File: src/rtl/sha256.sv
// rtl/sha256.sv - iterative single-block SHA-256 compression, one round per clock
module sha256 (
    input  logic         clk,
    input  logic         reset,
    input  logic         start,
    input  logic [639:0] data,
    output logic         ready,
    output logic [255:0] hash
);

    typedef enum logic [1:0] {IDLE, ROUND, DONE} state_t;

    localparam logic [255:0] IV = {
        32'h6a09e667, 32'hbb67ae85, 32'h3c6ef372, 32'ha54ff53a,
        32'h510e527f, 32'h9b05688c, 32'h1f83d9ab, 32'h5be0cd19
    };

    localparam logic [31:0] K [64] = '{
        32'h428a2f98, 32'h71374491, 32'hb5c0fbcf, 32'he9b5dba5,
        32'h3956c25b, 32'h59f111f1, 32'h923f82a4, 32'hab1c5ed5,
        32'hd807aa98, 32'h12835b01, 32'h243185be, 32'h550c7dc3,
        32'h72be5d74, 32'h80deb1fe, 32'h9bdc06a7, 32'hc19bf174,
        32'he49b69c1, 32'hefbe4786, 32'h0fc19dc6, 32'h240ca1cc,
        32'h2de92c6f, 32'h4a7484aa, 32'h5cb0a9dc, 32'h76f988da,
        32'h983e5152, 32'ha831c66d, 32'hb00327c8, 32'hbf597fc7,
        32'hc6e00bf3, 32'hd5a79147, 32'h06ca6351, 32'h14292967,
        32'h27b70a85, 32'h2e1b2138, 32'h4d2c6dfc, 32'h53380d13,
        32'h650a7354, 32'h766a0abb, 32'h81c2c92e, 32'h92722c85,
        32'ha2bfe8a1, 32'ha81a664b, 32'hc24b8b70, 32'hc76c51a3,
        32'hd192e819, 32'hd6990624, 32'hf40e3585, 32'h106aa070,
        32'h19a4c116, 32'h1e376c08, 32'h2748774c, 32'h34b0bcb5,
        32'h391c0cb3, 32'h4ed8aa4a, 32'h5b9cca4f, 32'h682e6ff3,
        32'h748f82ee, 32'h78a5636f, 32'h84c87814, 32'h8cc70208,
        32'h90befffa, 32'ha4506ceb, 32'hbef9a3f7, 32'hc67178f2
    };

    function automatic logic [31:0] big_sigma0(input logic [31:0] x);
        return {x[1:0], x[31:2]} ^ {x[12:0], x[31:13]} ^ {x[21:0], x[31:22]};
    endfunction

    function automatic logic [31:0] big_sigma1(input logic [31:0] x);
        return {x[5:0], x[31:6]} ^ {x[10:0], x[31:11]} ^ {x[24:0], x[31:25]};
    endfunction

    function automatic logic [31:0] small_sigma0(input logic [31:0] x);
        return {x[6:0], x[31:7]} ^ {x[17:0], x[31:18]} ^ {3'b000, x[31:3]};
    endfunction

    function automatic logic [31:0] small_sigma1(input logic [31:0] x);
        return {x[16:0], x[31:17]} ^ {x[18:0], x[31:19]} ^ {10'b0, x[31:10]};
    endfunction

    state_t      state;
    logic [5:0]  round;
    logic [31:0] a, b, c, d, e, f, g, h;
    logic [31:0] w [16];

    logic [31:0] ch, maj, t1, t2, a_next, e_next, w_next;
    logic        unused_reserved;

    assign unused_reserved = ^data[639:512];

    // w[0] always holds W[round]; w_next is W[round+16], shifted in at the top
    always_comb begin
        ch     = (e & f) ^ (~e & g);
        maj    = (a & b) ^ (a & c) ^ (b & c);
        t1     = h + big_sigma1(e) + ch + K[round] + w[0];
        t2     = big_sigma0(a) + maj;
        a_next = t1 + t2;
        e_next = d + t1;
        w_next = small_sigma1(w[14]) + w[9] + small_sigma0(w[1]) + w[0];
    end

    always_ff @(posedge clk or posedge reset) begin
        if (reset) begin
            state <= IDLE;
            ready <= 1'b0;
            hash  <= '0;
            round <= '0;
            a <= '0; b <= '0; c <= '0; d <= '0;
            e <= '0; f <= '0; g <= '0; h <= '0;
            for (int i = 0; i < 16; i++) w[i] <= '0;
        end else begin
            case (state)
                IDLE, DONE: begin
                    if (start) begin
                        for (int i = 0; i < 16; i++) w[i] <= data[511 - 32*i -: 32];
                        a <= IV[255:224]; b <= IV[223:192];
                        c <= IV[191:160]; d <= IV[159:128];
                        e <= IV[127:96];  f <= IV[95:64];
                        g <= IV[63:32];   h <= IV[31:0];
                        round <= '0;
                        ready <= 1'b0;
                        state <= ROUND;
                    end
                end
                ROUND: begin
                    h <= g; g <= f; f <= e; e <= e_next;
                    d <= c; c <= b; b <= a; a <= a_next;
                    for (int i = 0; i < 15; i++) w[i] <= w[i+1];
                    w[15] <= w_next;
                    round <= round + 6'd1;
                    if (round == 6'd63) begin
                        // Digest uses the post-round-63 register values
                        hash <= {IV[255:224] + a_next, IV[223:192] + a,
                                 IV[191:160] + b,      IV[159:128] + c,
                                 IV[127:96]  + e_next, IV[95:64]   + e,
                                 IV[63:32]   + f,      IV[31:0]    + g};
                        ready <= 1'b1;
                        state <= DONE;
                    end
                end
                default: state <= IDLE;
            endcase
        end
    end

endmodule

File: config.mk
export PLATFORM = sky130hd
export DESIGN_NAME = sha256
export DESIGN_NICKNAME = d
export VERILOG_FILES = /design/src/rtl/sha256.sv
export SDC_FILE = /design/constraint.sdc
export NUM_CORES = 2
export LEC_CHECK = 0
export CAP_MARGIN = 20
export CELL_PAD_IN_SITES_DETAIL_PLACEMENT = 1
export CELL_PAD_IN_SITES_GLOBAL_PLACEMENT = 1
export CORE_MARGIN = 1
export CORE_UTILIZATION = 42
export CTS_BUF_LIST = sky130_fd_sc_hd__clkbuf_16
export DETAILED_ROUTE_END_ITERATION = 7
export GPL_TIMING_DRIVEN = 0
export HOLD_SLACK_MARGIN = 0.12
export PLACE_DENSITY_LB_ADDON = 0.08
export REMOVE_ABC_BUFFERS = 1
export SYNTH_ARGS = -nofsm -noshare
export SYNTH_HDL_FRONTEND = slang
export SYNTH_SLANG_ARGS = --single-unit
File: constraint.sdc
create_clock -name clk -period 48.6 [get_ports clk]
set_clock_uncertainty 0.2 [all_clocks]
set_input_delay 9.72 -clock clk [delete_from_list [all_inputs] [get_ports clk]]
set_output_delay 9.72 -clock clk [all_outputs]
set_load 0.01 [all_outputs]
# --- Yosys cells after proc, flatten, opt, wreduce, memory -nomap -nowiden ---
# Memories as Yosys holds them, arrays and structs flattened.
# Index checks and enable logic that the tools add are counted.
op_classes:
  muxes: 28
  addsub: 19
  n_eq_ne: 5
  bitwise: 18
  n_reduce_logical: 7
  magnitude_cmp: 1
ops:
  columns: ["op", "count"]
  rows:
  - ["512-bit one-hot mux with 2 select lines", 1]
  - ["512-bit 2-to-1 mux", 1]
  - ["32-bit one-hot mux with 2 select lines", 8]
  - ["32-bit adder", 10]
  - ["32-bit 2-to-1 mux", 10]
  - ["32-bit bitwise XOR", 9]
  - ["32-bit bitwise AND", 5]
  - ["31-bit by 32-bit adder with 32-bit output (first input constant)", 3]
  - ["32-bit adder (first input constant)", 3]
  - ["29-bit by 32-bit adder with 32-bit output (first input constant)", 1]
  - ["30-bit by 32-bit adder with 32-bit output (first input constant)", 1]
  - ["32-bit NOT", 1]
  - ["32-bit by 22-bit bitwise XOR with 32-bit output", 1]
  - ["32-bit by 29-bit bitwise XOR with 32-bit output", 1]
  - ["6-bit one-hot mux with 2 select lines", 1]
  - ["7-bit greater-or-equal comparator (second input constant)", 1]
  - ["6-bit NOT with 7-bit output", 1]
  - ["6-bit by 1-bit adder with 6-bit output (second input constant)", 1]
  - ["6-bit equality test (second input constant)", 1]
  - ["6-bit 2-to-1 mux", 1]
  - ["2-bit AND reduction", 3]
  - ["2-bit 2-to-1 mux", 2]
  - ["2-bit inequality test (second input constant)", 2]
  - ["2-bit one-hot mux with 2 select lines", 1]
  - ["8 further kinds", 9]
word_totals:
  rom_bits: 2048
  inputBits: 643
  output_inout_bits: 257
  register_bits: 1033
  mem_count: 1
  elab_cells: 107
mem_list:
  columns: ["name", "depth", "width", "read_ports", "rd_ports_with_merged_regs", "wr", "line", "text"]
  rows:
  - ["(name not given)", 64, 32, 1, 0, 0, "67", "t1 = h + big_sigma1(e) + ch + K[round] + w[0];"]

# --- Logic depth before layout (Yosys ltp) ---
depth:
  word_depth: 8
  mapped_depth: 40
  mapped_depth_nobuf: 39

# --- Worst setup path before layout ---
# Ideal clock, no wire load.
synth_path:
  kind: "input to register"
  startpoint: "input port start"
  endpoint: "register w[288] (netlist bit)"
  setup_ps: 82
  arrival_time_ps: 10935
  cell_stages: 6
  slack_ps: 37383
  path_buffers: 3
  cell_sequence: "nor2b_1 > clkbuf_1 > buf_1 > buf_1 > nand2_1 > a31oi_1"
synth_via:
  elab_chain_len: 2
synth_rtl:
  columns: ["item", "line", "text"]
  rows:
  - ["from (decl)", "5", "input logic start,"]
  - ["2-bit inequality test (no source line)", null, null]
  - ["2-bit AND reduction (no source line)", null, null]
  - ["to (decl)", "56", "logic [31:0] w [16];"]
# No other way between the ends.
# A chain may end at the register's enable or synchronous reset.

# --- Final worst setup path ---
layout_path:
  startpoint: "input port start"
  endpoint: "register a[6]"
layout_via:
  elab_chain_len: 2
layout_rtl:
  columns: ["item", "line", "text"]
  rows:
  - ["2-bit inequality test (no source line)", null, null]
  - ["2-bit AND reduction (no source line)", null, null]
  - ["to (signal assigned)", "88", "a <= IV[255:224]; b <= IV[223:192];"]
  - ["to (decl)", "55", "logic [31:0] a, b, c, d, e, f, g, h;"]
# No other way between the ends.

==> impl_results.md <==
* IO Pins at 900
* Site row count at 141
* Vias in the first global route at 57225
* First drt pass iteration count at 5
* CTS root buf: clkbuf_16
* WL per Instance at 25.35 µm
* Mapped cell area at approximately 0.063 mm²
* Final RePlAce weighted congestion at 0.9347
* Hold Crit Class: flip-flop to flip-flop
* Die H at 388.7 µm
* Final worst-path cycle share at 0.2578
* Hpwl dp at between 150000 and 200000 µm
* R2R setup slack at 36.87 ns
* Sequential share of the synthesized area at 0.4116
* Gr usage total at 0.3258
* Most frequent CP cell: buf_16
* Vias per inst at 5.660
* Clk buf depth at 3
* Final ANT Viol Nets at 0
* Starting Density at 0.4243
* TritonCTS clock tree: done
* Crit-path max cell delay at 0.49 ns
* Ys flop type: dfrtp_1
* Fin nets at 8698
* Post-cts resize count at 0
* Sequential cell area at 0.02586 mm²
* Final slew viol count at 0
* Core ar. at between 0.1 and 0.15 mm²
* Largest net degree at the start of global routing at about 110
* Horiz. Die Dim at 388.7 µm
* Max-Cap Viols at 0
* CP Cell Sequence: clkdlybuf4s50_1 -> nand2b_4 -> buf_16 -> buf_16 -> buf_16 -> nand2_4 -> buf_16 -> o22a_1
* Status: finished clean
* CP Data Arrival Time at approximately 13 ns
* Filler cells at about 17000
* Worst-path maximum fanout at 77
* Worst-Margin Slew at 1.192 ns
* Yosys reg bits at 1033
* Initial antenna violation count at 85
* TritonCTS buffer count at 119
* GR Overflow Total at 0
* Setup TNS at 0 ns
* Clk Latency, worst-skew pair at 0.78 ns
* Routed WL at 248100 µm
* Leading cell type in the layout, fill and taps excluded: nand2_1
* Required time of the critical path at 49.04 ns
* Slowest-stage cell, CP: clkdlybuf4s50_1
* Share of cells above drive strength 1 at 0.04107
* Final Critical Period at 12.53 ns
* Port buffer count at 771
* Most frequent cells in the layout: nand2_1 (1466), dfrtp_1 (1029), clkdlybuf4s50_1 (771)
* Post-CTS setup buffer count at 0
* Unique masters post-synth at 98
* Cell count after synthesis at 7320
* Startpoint Class: input port
* Starting DRT DRC Count at 3586
* RSZ-0062 raised after global routing: false
* Post-synth EDFFs at 0
* DIE AREA at 0.1511 mm²
* Relative slew margins at 0.1967
* Critical Path End Type: flip-flop
* Setup CP Type: input port to flip-flop
* Ys async rst share at 1.000
* Clock Pin Slew Worst Setup and Hold Paths at ~0.060 ns
* CP Buf/Inv Count at 5
* First-pass GRT wire length at 371300 µm
* CTS Hold Bufs at 0
* H-tree depth at 3
* Clock sink total at 1033
* Delay-heaviest family, CP: buffers and inverters
* Hold Fails Final Rpt at 0
* Multi-input logic area at 0.03326 mm²
* Syn-to-layout area delta at 21.89%
* Mean Syn Cell Area at 8.579 µm²
* Via count at around 55000
* Setup Viol. Count Final at 0
* YS warnings at 0
* Drt drc at 0
* Fmax at 79.82 MHz
[flip-flops by register name (all words and copies together), names as in the netlist]
name	count
a	32
f	32
h	32
state	2
c	32
d	32
e	32
w	512
ready	1
round	6
b	32
hash	256
g	32
[cell usage after synthesis (83+ instances only)]
master | instances | area (µm²)
o21ai_0 | 468 | 2342
fa_1 | 187 | 3744
nand2_1 | 1468 | 5510
inv_1 | 418 | 1569
dfrtp_1 | 1033 | 25850
xor2_1 | 231 | 2023
a21oi_1 | 258 | 1291
o22a_1 | 97 | 849.6
a22o_1 | 83 | 727.0
xnor2_1 | 354 | 3100
nor2_1 | 718 | 2695
a31oi_1 | 514 | 3216
ha_1 | 156 | 1952
clkbuf_1 | 510 | 1914
[stage by stage]
stage | setup slack, ns | util | instance area, µm² | hold WS, ns | cells
2_1_floorplan | 3.358 | - | 60630 | 0.2563 | 6747
3_3_place_gp | -57.59 | 0.4781 | 70760 | 0.2575 | 9448
3_5_place_dp | 35.31 | 0.4898 | 72500 | 0.2662 | 9518
4_1_cts | 36.11 | 0.5163 | 76430 | 0.2799 | 9743
5_1_grt | 35.97 | 0.5170 | 76520 | 0.2920 | 9775
6_report | 36.07 | 0.5171 | 76540 | 0.2762 | 9784
[area by class of cell]
| class | instances | area share |
|---|---|---|
| Antenna cell | 38 | 0.001242 |
| Clock buffer | 119 | 0.03890 |
| Clock inverter | 106 | 0.01239 |
| Inverter | 420 | 0.02069 |
| Multi-Input combinational cell | 5294 | 0.4345 |
| Sequential cell | 1033 | 0.3379 |
| Tap cell | 1930 | 0.03155 |
| Timing Repair Buffer | 844 | 0.1229 |
[layer usage]
layer	GRT usage	share of wire	up-vias
met3	0.07453	0.064	446
li1	-	-	25406
met4	0.1365	0.041	82
met5	0	0.0023	-
met2	0.5453	0.48	1395
met1	0.4031	0.41	28048
[final timing paths]
check,to,cells past startpoint,start
max in group asynchronous,w[189],6,reset
min,hash[15],1,hash[15]
max reg2reg,hash[254],34,round[0]
min reg2reg,hash[15],1,hash[15]
min in group asynchronous,round[2],2,reset
max,a[6],8,start
[kinds of logic (layout without fill, tap and decap cells)]
logic type	Yosys count	in the layout	synth area share
AO/OA/AOI/OAI	1807	1807	0.1840
AND/OR/NAND/NOR	2492	2492	0.1603
adder cells (fa/ha/maj)	347	347	0.09133
XOR/XNOR	585	585	0.08159
multiplexers	63	63	0.01152
other	0	38	0
flip-flops	1033	1033	0.4116
buffers and inverters	993	1489	0.05967
Power is left out: the tool's default activity adds up to more than one toggle a clock period on the data nets, which glitch-free logic cannot reach.
